`src/rtl/alu_muldiv_seq_if.sv`:
```
// Bundle between the core and the MULTU/DIVU sequencer: request, shared ALU
// lines and result registers.
// Ports: start/op/rs_val/rt_val request, alu_a/alu_b/alu_sel/alu_own out to the ALU mux,
//        alu_o/alu_co back from the ALU, busy/done/dz/hi/lo status and results.
interface alu_muldiv_seq_if;
  logic        start;
  logic        op;
  logic [31:0] rs_val;
  logic [31:0] rt_val;
  logic [31:0] alu_a;
  logic [31:0] alu_b;
  logic [2:0]  alu_sel;
  logic [31:0] alu_o;
  logic        alu_co;
  logic        alu_own;
  logic        busy;
  logic        done;
  logic        dz;
  logic [31:0] hi;
  logic [31:0] lo;

  // Core side: issues requests and supplies the ALU result.
  modport master (
    output start, op, rs_val, rt_val, alu_o, alu_co,
    input  alu_a, alu_b, alu_sel, alu_own, busy, done, dz, hi, lo
  );

  // Sequencer side.
  modport slave (
    input  start, op, rs_val, rt_val, alu_o, alu_co,
    output alu_a, alu_b, alu_sel, alu_own, busy, done, dz, hi, lo
  );
endinterface

```
`src/rtl/alu_muldiv_seq.sv`:
```
// Purpose: unsigned MULTU/DIVU by sequencing the shared 32-bit ALU through 32 add/subtract steps.
// Latency: done pulses 33 cycles after the start cycle (1 cycle for divide-by-zero).
// Backpressure: none; start is only sampled in IDLE and is silently dropped while busy.
// Ports: i_clk, i_reset (sync, active-high); bus (slave modport) carries the request,
//        the ALU operand/select lines, the ALU result and the busy/done/dz/hi/lo outputs.
module alu_muldiv_seq #(
  parameter logic [2:0] SEL_ADD = 3'b010,
  parameter logic [2:0] SEL_SUB = 3'b110,
  parameter int         ITER    = 32
) (
  input  logic               i_clk,
  input  logic               i_reset,
  alu_muldiv_seq_if.slave    bus
);

  localparam int CW = $clog2(ITER);
  localparam logic [CW-1:0] LAST = CW'(ITER - 1);

  typedef enum logic [1:0] {
    S_IDLE,
    S_CALC,
    S_DONE
  } state_t;

  state_t         r_state;
  logic [CW-1:0]  r_count;
  logic           r_op;     // 0 = MULTU, 1 = DIVU
  logic [31:0]    r_md;     // multiplier or divisor
  logic [31:0]    r_hi;
  logic [31:0]    r_lo;
  logic           r_own;
  logic           r_busy;
  logic           r_done;
  logic           r_dz;

  // Divide step: remainder shifted left with the next dividend bit. The bit
  // shifted out of hi is the 33rd remainder bit; when set the remainder
  // certainly exceeds the divisor even if the ALU subtraction borrows.
  logic [31:0] w_div_r;
  logic        w_div_msb;
  logic        w_div_acc;

  assign w_div_r   = {r_hi[30:0], r_lo[31]};
  assign w_div_msb = r_hi[31];
  assign w_div_acc = w_div_msb | bus.alu_co;

  // ALU lines are parked at 0 + 0 whenever the core owns the ALU.
  assign bus.alu_a   = !r_own ? 32'd0 : (r_op ? w_div_r : r_hi);
  assign bus.alu_b   = !r_own ? 32'd0 : r_md;
  assign bus.alu_sel = (r_own && r_op) ? SEL_SUB : SEL_ADD;

  assign bus.alu_own = r_own;
  assign bus.busy    = r_busy;
  assign bus.done    = r_done;
  assign bus.dz      = r_dz;
  assign bus.hi      = r_hi;
  assign bus.lo      = r_lo;

  always_ff @(posedge i_clk) begin
    if (i_reset) begin
      r_state <= S_IDLE;
      r_count <= '0;
      r_op    <= 1'b0;
      r_md    <= '0;
      r_hi    <= '0;
      r_lo    <= '0;
      r_own   <= 1'b0;
      r_busy  <= 1'b0;
      r_done  <= 1'b0;
      r_dz    <= 1'b0;
    end else begin
      case (r_state)
        S_IDLE: begin
          if (bus.start) begin
            r_op    <= bus.op;
            r_md    <= bus.rt_val;
            r_count <= '0;
            r_dz    <= 1'b0;
            r_busy  <= 1'b1;
            if (bus.op && (bus.rt_val == 32'd0)) begin
              // Divide by zero: canned result, skip the iterations.
              r_hi    <= bus.rs_val;
              r_lo    <= '1;
              r_dz    <= 1'b1;
              r_done  <= 1'b1;
              r_state <= S_DONE;
            end else begin
              // Both operations start with hi cleared and rs in lo
              // (multiplicand for MULTU, dividend for DIVU).
              r_hi    <= '0;
              r_lo    <= bus.rs_val;
              r_own   <= 1'b1;
              r_state <= S_CALC;
            end
          end
        end

        S_CALC: begin
          r_count <= r_count + 1'b1;
          if (!r_op) begin
            // Shift-add multiply; the add's carry becomes the new hi msb.
            if (r_lo[0]) begin
              r_hi <= {bus.alu_co, bus.alu_o[31:1]};
              r_lo <= {bus.alu_o[0], r_lo[31:1]};
            end else begin
              r_hi <= {1'b0, r_hi[31:1]};
              r_lo <= {r_hi[0], r_lo[31:1]};
            end
          end else begin
            if (w_div_acc) begin
              r_hi <= bus.alu_o;
              r_lo <= {r_lo[30:0], 1'b1};
            end else begin
              r_hi <= w_div_r;
              r_lo <= {r_lo[30:0], 1'b0};
            end
          end
          if (r_count == LAST) begin
            r_own   <= 1'b0;
            r_done  <= 1'b1;
            r_state <= S_DONE;
          end
        end

        S_DONE: begin
          r_done  <= 1'b0;
          r_busy  <= 1'b0;
          r_state <= S_IDLE;
        end

        default: r_state <= S_IDLE;
      endcase
    end
  end

endmodule

```
`src/flat_wrapper.sv`:
```
// flat-port wrapper written by rule: the top's interface ports become plain ports
module alu_muldiv_seq_flat 
#(
  parameter logic [2:0] SEL_ADD = 3'b010,
  parameter logic [2:0] SEL_SUB = 3'b110,
  parameter int         ITER    = 32
)
  (i_clk, i_reset, bus_start, bus_op, bus_rs_val, bus_rt_val, bus_alu_o, bus_alu_co, bus_alu_a, bus_alu_b, bus_alu_sel, bus_alu_own, bus_busy, bus_done, bus_dz, bus_hi, bus_lo);
  alu_muldiv_seq_if bus_i ();
  input  logic i_clk;
  input  logic i_reset;
  input wire logic [$bits(bus_i.start)-1:0] bus_start;
  input wire logic [$bits(bus_i.op)-1:0] bus_op;
  input wire logic [$bits(bus_i.rs_val)-1:0] bus_rs_val;
  input wire logic [$bits(bus_i.rt_val)-1:0] bus_rt_val;
  input wire logic [$bits(bus_i.alu_o)-1:0] bus_alu_o;
  input wire logic [$bits(bus_i.alu_co)-1:0] bus_alu_co;
  output wire logic [$bits(bus_i.alu_a)-1:0] bus_alu_a;
  output wire logic [$bits(bus_i.alu_b)-1:0] bus_alu_b;
  output wire logic [$bits(bus_i.alu_sel)-1:0] bus_alu_sel;
  output wire logic [$bits(bus_i.alu_own)-1:0] bus_alu_own;
  output wire logic [$bits(bus_i.busy)-1:0] bus_busy;
  output wire logic [$bits(bus_i.done)-1:0] bus_done;
  output wire logic [$bits(bus_i.dz)-1:0] bus_dz;
  output wire logic [$bits(bus_i.hi)-1:0] bus_hi;
  output wire logic [$bits(bus_i.lo)-1:0] bus_lo;
  assign bus_i.start = bus_start;
  assign bus_i.op = bus_op;
  assign bus_i.rs_val = bus_rs_val;
  assign bus_i.rt_val = bus_rt_val;
  assign bus_i.alu_o = bus_alu_o;
  assign bus_i.alu_co = bus_alu_co;
  assign bus_alu_a = bus_i.alu_a;
  assign bus_alu_b = bus_i.alu_b;
  assign bus_alu_sel = bus_i.alu_sel;
  assign bus_alu_own = bus_i.alu_own;
  assign bus_busy = bus_i.busy;
  assign bus_done = bus_i.done;
  assign bus_dz = bus_i.dz;
  assign bus_hi = bus_i.hi;
  assign bus_lo = bus_i.lo;
  alu_muldiv_seq #(.SEL_ADD(SEL_ADD), .SEL_SUB(SEL_SUB), .ITER(ITER)) u_core (.i_clk(i_clk), .i_reset(i_reset), .bus(bus_i));
endmodule
```
`config.mk`:
```
export PLATFORM = sky130hd
export DESIGN_NAME = alu_muldiv_seq_flat
export DESIGN_NICKNAME = d
export VERILOG_FILES = /design/src/rtl/alu_muldiv_seq_if.sv /design/src/rtl/alu_muldiv_seq.sv /design/src/flat_wrapper.sv
export SDC_FILE = /design/constraint.sdc
export NUM_CORES = 1
export LEC_CHECK = 0
export ABC_AREA = 1
export BUFFER_PORTS_ARGS = -buffer_cell sky130_fd_sc_hd__buf_4
export CAP_MARGIN = 20
export CORE_MARGIN = 10
export CORE_UTILIZATION = 47
export CTS_BUF_LIST = sky130_fd_sc_hd__clkbuf_8
export CTS_CLUSTER_SIZE = 8
export DETAILED_ROUTE_END_ITERATION = 10
export GPL_ROUTABILITY_DRIVEN = 0
export PLACE_DENSITY = 0.79
export SLEW_MARGIN = 20
export SYNTH_ARGS = -nofsm -noshare
export SYNTH_HDL_FRONTEND = slang
export SYNTH_SLANG_ARGS = --single-unit
```
`constraint.sdc`:
```
create_clock -name i_clk -period 1.3 [get_ports i_clk]
set_input_delay 0.26 -clock i_clk [delete_from_list [all_inputs] [get_ports i_clk]]
set_output_delay 0.26 -clock i_clk [all_outputs]
set_load 0.01 [all_outputs]
```
After elaboration in Yosys (flattened, before gate mapping)

Index checks and enable logic that the tools add are counted.

$add $sub $neg: 1
Equal/unequal tests: 7
Muxes and demuxes: 33
Bitwise logic cells: 1
Reduce and logical (&&, ||, !) cells: 13

Operators by type and width:

| kind                                                | number |
|---|---|
| 2-to-1 mux 32 bit                                   | 12 |
| one-hot mux 32 bit (2 select lines)                 | 2 |
| zero test 32 bit                                    | 1 |
| one-hot mux 5 bit (2 select lines)                  | 1 |
| 2-to-1 mux 1 bit                                    | 9 |
| AND reduction 2 bit                                 | 4 |
| AND reduction 4 bit                                 | 2 |
| 2-to-1 mux 2 bit                                    | 3 |
| adder 5 x 1 -> 5 bit, second input constant         | 1 |
| equality test 5 bit, second input constant          | 1 |
| 2-to-1 mux 5 bit                                    | 1 |
| != test 2 x 1 -> 1 bit, second input constant       | 2 |
| != test 2 bit, second input constant                | 2 |
| one-hot mux 1 bit (2 select lines)                  | 2 |
| one-hot mux 2 bit (2 select lines)                  | 1 |
| nonzero test 2 bit                                  | 2 |
| 2-to-1 mux 3 bit                                    | 1 |
| one-hot mux 1 bit (3 select lines)                  | 1 |
| nonzero test 3 bit                                  | 1 |
| equality test 2 x 1 -> 1 bit, second input constant | 1 |
| equality test 2 bit, second input constant          | 1 |
| logical AND 1 bit                                   | 2 |
| zero test 2 bit                                     | 1 |
| bitwise OR 1 bit                                    | 1 |

Register bits: 108
Output and inout bits: 135
Word-level logic and storage cells: 65

Logic depth before layout (Yosys ltp)

Depth in word-level cells: 5
Depth in mapped cells: 12
Depth with buffers taken out: 11

Worst setup path after synthesis

OpenSTA, ideal clock, no wires.

Path kind: register -> output
Start: register u_core.r_op
End: output port bus_alu_a[30]
Arrival time: 1.134 ns
Path slack: -0.094 ns
Cell stages (with the launch flop): 7
Cells stage by stage: dfxtp_1 buf_2 buf_2 buf_2 nor2_1 inv_1 a21oi_1

Cells in the longest elaborated chain, start to end: 2

RTL lines:

| element                        | line                 | RTL |
|---|---|---|
| start: declaration             | alu_muldiv_seq.sv:27 | `logic r_op;` |
| start signal: assignment       | alu_muldiv_seq.sv:75 | `r_op <= bus.op;` |
| 2-to-1 mux 32 bit (2 in a row) | alu_muldiv_seq.sv:48 | `assign bus.alu_a = !r_own ? 32'd0 : (r_op ? w_div_r : r_hi);` |
| end: declaration               | flat_wrapper.sv:18   | `output wire logic [$bits(bus_i.alu_a)-1:0] bus_alu_a;` |

No other way between the ends.

Final worst setup path

Start: register u_core.r_op
End: output port bus_alu_a[6]

The elaborated chain is that of the path after synthesis.

==> flow_summary.json <==
{
  "drt-total-wl_um": 40620,
  "yosys_register_bits": 108,
  "row_count": 43,
  "core-area_um2": 13930,
  "worst-path-buf-inv": 4,
  "cts_inserted_buffers": 9,
  "number_of_standard_cells_after_synthesis": 1109,
  "die_h_um": 139.5,
  "cts_max_path_buffers": 2,
  "timing.critical_path.max_delay_family": "buffers and inverters",
  "globalRouteOverflowTotal": 0,
  "gr-usage-all-layers_pct": 25.45,
  "routed_vias": 10570,
  "post-route-drc-count": 41,
  "critPathMostFrequentCell": "nor2_1",
  "finalCritPeriodShare_pct": 144.4,
  "run_status": "finished, violations left",
  "worst_voltage_drop_across_the_vdd_grid_v": 0.0006731,
  "crit_path_cell_trace": "buf_12 -> clkbuf_16 -> nand2_1 -> inv_1 -> nor2_1 -> nor2_1 -> buf_4",
  "detail-route-antenna-nets": 0,
  "boundaryPins": 236,
  "viasPerCell": 6.624,
  "nets": 1513,
  "timing.final.max_slew_violations": 0,
  "netlist-cell-type-count": 28,
  "post-dp-hpwl_um": 18020,
  "power.density_nw_per_um2": 922.6,
  "crit_fanout": 8,
  "drt_pass1_iterations": 11,
  "fmax_mhz": 532.7,
  "grt_most_used_layer": "met2",
  "max_stage_delay_ns": 0.38,
  "grt_max_degree": 73,
  "timing.critical_path.slowest_stage_cell": "dfxtp_4",
  "worstSetupPathType": "flip-flop to output port",
  "dr.first_iter.drc_count": 1860,
  "crit_arrival_ns": 1.62,
  "floorplan.initialDensity_pct": 48.20,
  "placed_area_um2": 9016,
  "syn-num-nets": 1212,
  "grt.met2_usage_pct": 41.52,
  "first_global_vias": 7883,
  "groute.layer.met1.usage_pct": 31.44,
  "numClockSinks": 108,
  "final_core_utilization_pct": 86.01,
  "die-area_um2": 19470,
  "antenna_found_initial": 0,
  "finalClockSkew_ns": 0.01706,
  "detail_route.wl_per_cell_um": 25.46,
  "n_antenna_cell": 0,
  "critPathRequiredTime_ns": 1.04,
  "post_route_standard_cell_area_excluding_fillers_um2": 11990,
  "total_standard_cell_area_after_synthesis_um2": 6716,
  "crit_path_end_kind": "output port",
  "grt_first_pass_wirelength_um": 41930,
  "insertion_delay_ns": 0.39,
  "cap_violations": 0,
  "worstSetupStartpointType": "flip-flop",
  "layout_min_cycle_time_ns": 1.877,
  "io_buffers": 233,
  "path_clk_slew_ns": 0.11,
  "ys_seq_area_share_pct": 32.19,
  "cts_tree": "done",
  "worstHoldPathType": "input pin to flip-flop",
  "average_cell_area_after_synthesis_um2": 6.056,
  "gr-usage-met3_pct": 6.601,
  "setup_tns_ns": -52.97,
  "htree_num_levels": 3,
  "power_leakage_nw": 5.906,
  "finalHoldViolations": 0,
  "yosysWarningCount": 0,
  "syn_to_final_growth_pct": 78.45,
  "die_width_um": 139.5,
  "rsz0062_at_grt": "yes",
  "violations": "DRC, setup timing",
  "setup_viol": 169,
  "buffer_cell_driving_the_clock_tree_root": "clkbuf_8",
  "post_route_cells_drive_above_1_share_pct": 48.83,
  "setup_slack_ns": -0.5772
}
==> through the flow <==
| stage | setup slack, ns | instances | power (W) | hold slack, ns |
|---|---|---|---|---|
| 6_report | -0.5772 | 1595 | 0.01106 | 0.1186 |
| 5_1_grt | -0.6675 | 1595 | 0.01131 | 0.1311 |
| 4_1_cts | -0.4447 | 1530 | 0.009229 | 0.1250 |
| 3_5_place_dp | -0.2545 | 1495 | 0.006679 | 0.4582 |
| 3_3_place_gp | -0.1908 | 1495 | 0.006639 | 0.4507 |
| 2_1_floorplan | -0.02950 | 1109 | 0.005425 | 0.4078 |
==> power breakdown <==
part | switching [W] | internal, W
Clock | 0.00127 | 0.00105
Combinational | 0.00264 | 0.00216
Sequential | 0.000350 | 0.00359
Total | 0.00426 | 0.00680
==> path summary, 6_finish.rpt <==
kind | from | end | slack (ns) | depth (start not counted)
setup / recovery | u_core.r_op | bus_alu_a[6] | -0.58 | 7
hold / removal | bus_rt_val[27] | u_core.r_md[27] | 0.12 | 3
hold reg to reg | u_core.r_count[3] | u_core.r_count[3] | 0.48 | 2
setup reg to reg | u_core.r_state[1] | u_core.bus.lo[4] | -0.57 | 9
==> tightest hold or removal path: cells and delay by family <==
kind | cells | cell delay, ns
AO/OA/AOI/OAI | 1 | 0.07
AND/OR/NAND/NOR | 1 | 0.08
buffers and inverters | 1 | 0.08
==> layer usage <==
metal  up-vias  part of all wire (%)
met5         -                     0
li1       4210                     -
met2      1205                    44
met1      4725                    32
met3       426                    15
met4         0                   9.5
==> cell type report <==
type | instances | area (um2)
Fill cell | 582 | 1949
Timing Repair Buffer | 376 | 4018
Clock inverter | 4 | 47.55
Multi-Input combinational cell | 749 | 4696
Tap cell | 180 | 225.2
Sequential cell | 108 | 2177
Timing Repair inverter | 1 | 11.26
Inverter | 165 | 645.6
Clock buffer | 12 | 165.2
==> layout by cell type (no fill, tap or decap), drive strengths merged <==
cell	count
clkinv	2
and2	1
clkinvlp	1
nor2	167
a221oi	1
o22ai	61
bufinv	1
a21oi	113
nand2	191
a22oi	2
clkbuf	36
nand3	35
ha	2
inv	166
nand4	34
nor3	3
o211ai	3
buf	352
o21ai	104
dfxtp	108
conb	2
a21boi	30
==> what timing repair did <==
action	4_1_cts	5_1_grt
gates cloned	9	36
hold buffers	0	0
hold endpoints to repair	0	0
gates resized for setup	123	370
pin swaps	14	118
buffers inserted	10	38
setup endpoints to repair	142	157
==> cell families after synthesis <==
kind of cell | Yosys count | synth area share (%)
AND/OR/NAND/NOR | 431 | 26.32
AO/OA/AOI/OAI | 314 | 25.89
buffers and inverters | 252 | 15.11
flip-flops | 108 | 32.19
adder cells (fa/ha/maj) | 2 | 0.3725
other | 2 | 0.1118
==> registers in the layout, indices dropped and copies added, names as in the netlist <==
| name | flops |
|---|---|
| u_core.bus.alu_own | 1 |
| u_core.bus.busy | 1 |
| u_core.bus.done | 1 |
| u_core.bus.dz | 1 |
| u_core.bus.hi | 32 |
| u_core.bus.lo | 32 |
| u_core.r_count | 5 |
| u_core.r_md | 32 |
| u_core.r_op | 1 |
| u_core.r_state | 2 |
==> synth_stat cells <==
cell        n  share of area [%]
a22oi_1     2               0.22
dfxtp_1   108                 32
a21boi_1   26                2.9
a21boi_0    4               0.45
inv_1     160                8.9
clkbuf_1   51                2.9
buf_4       8               0.89
buf_2      19                1.4
nand4_1    34                3.2
nor2_1    165                9.2
nor2_2      1              0.093
nor3_1      3               0.22
nand3_1    35                2.6
o211ai_1    3               0.34
conb_1      2               0.11
nor2_4      1               0.17
nand2_2     2               0.19
inv_2       5               0.28
o21ai_0    75                5.6
o22ai_1    61                5.7
nand2_1   189                 11
buf_1       7               0.39
buf_6       2               0.34
o21ai_1    29                2.2
ha_1        2               0.37
a21oi_1   113                8.4
a221oi_1    1               0.13
and2_1      1              0.093
No activity file was read; power rests on OpenSTA's default activity.
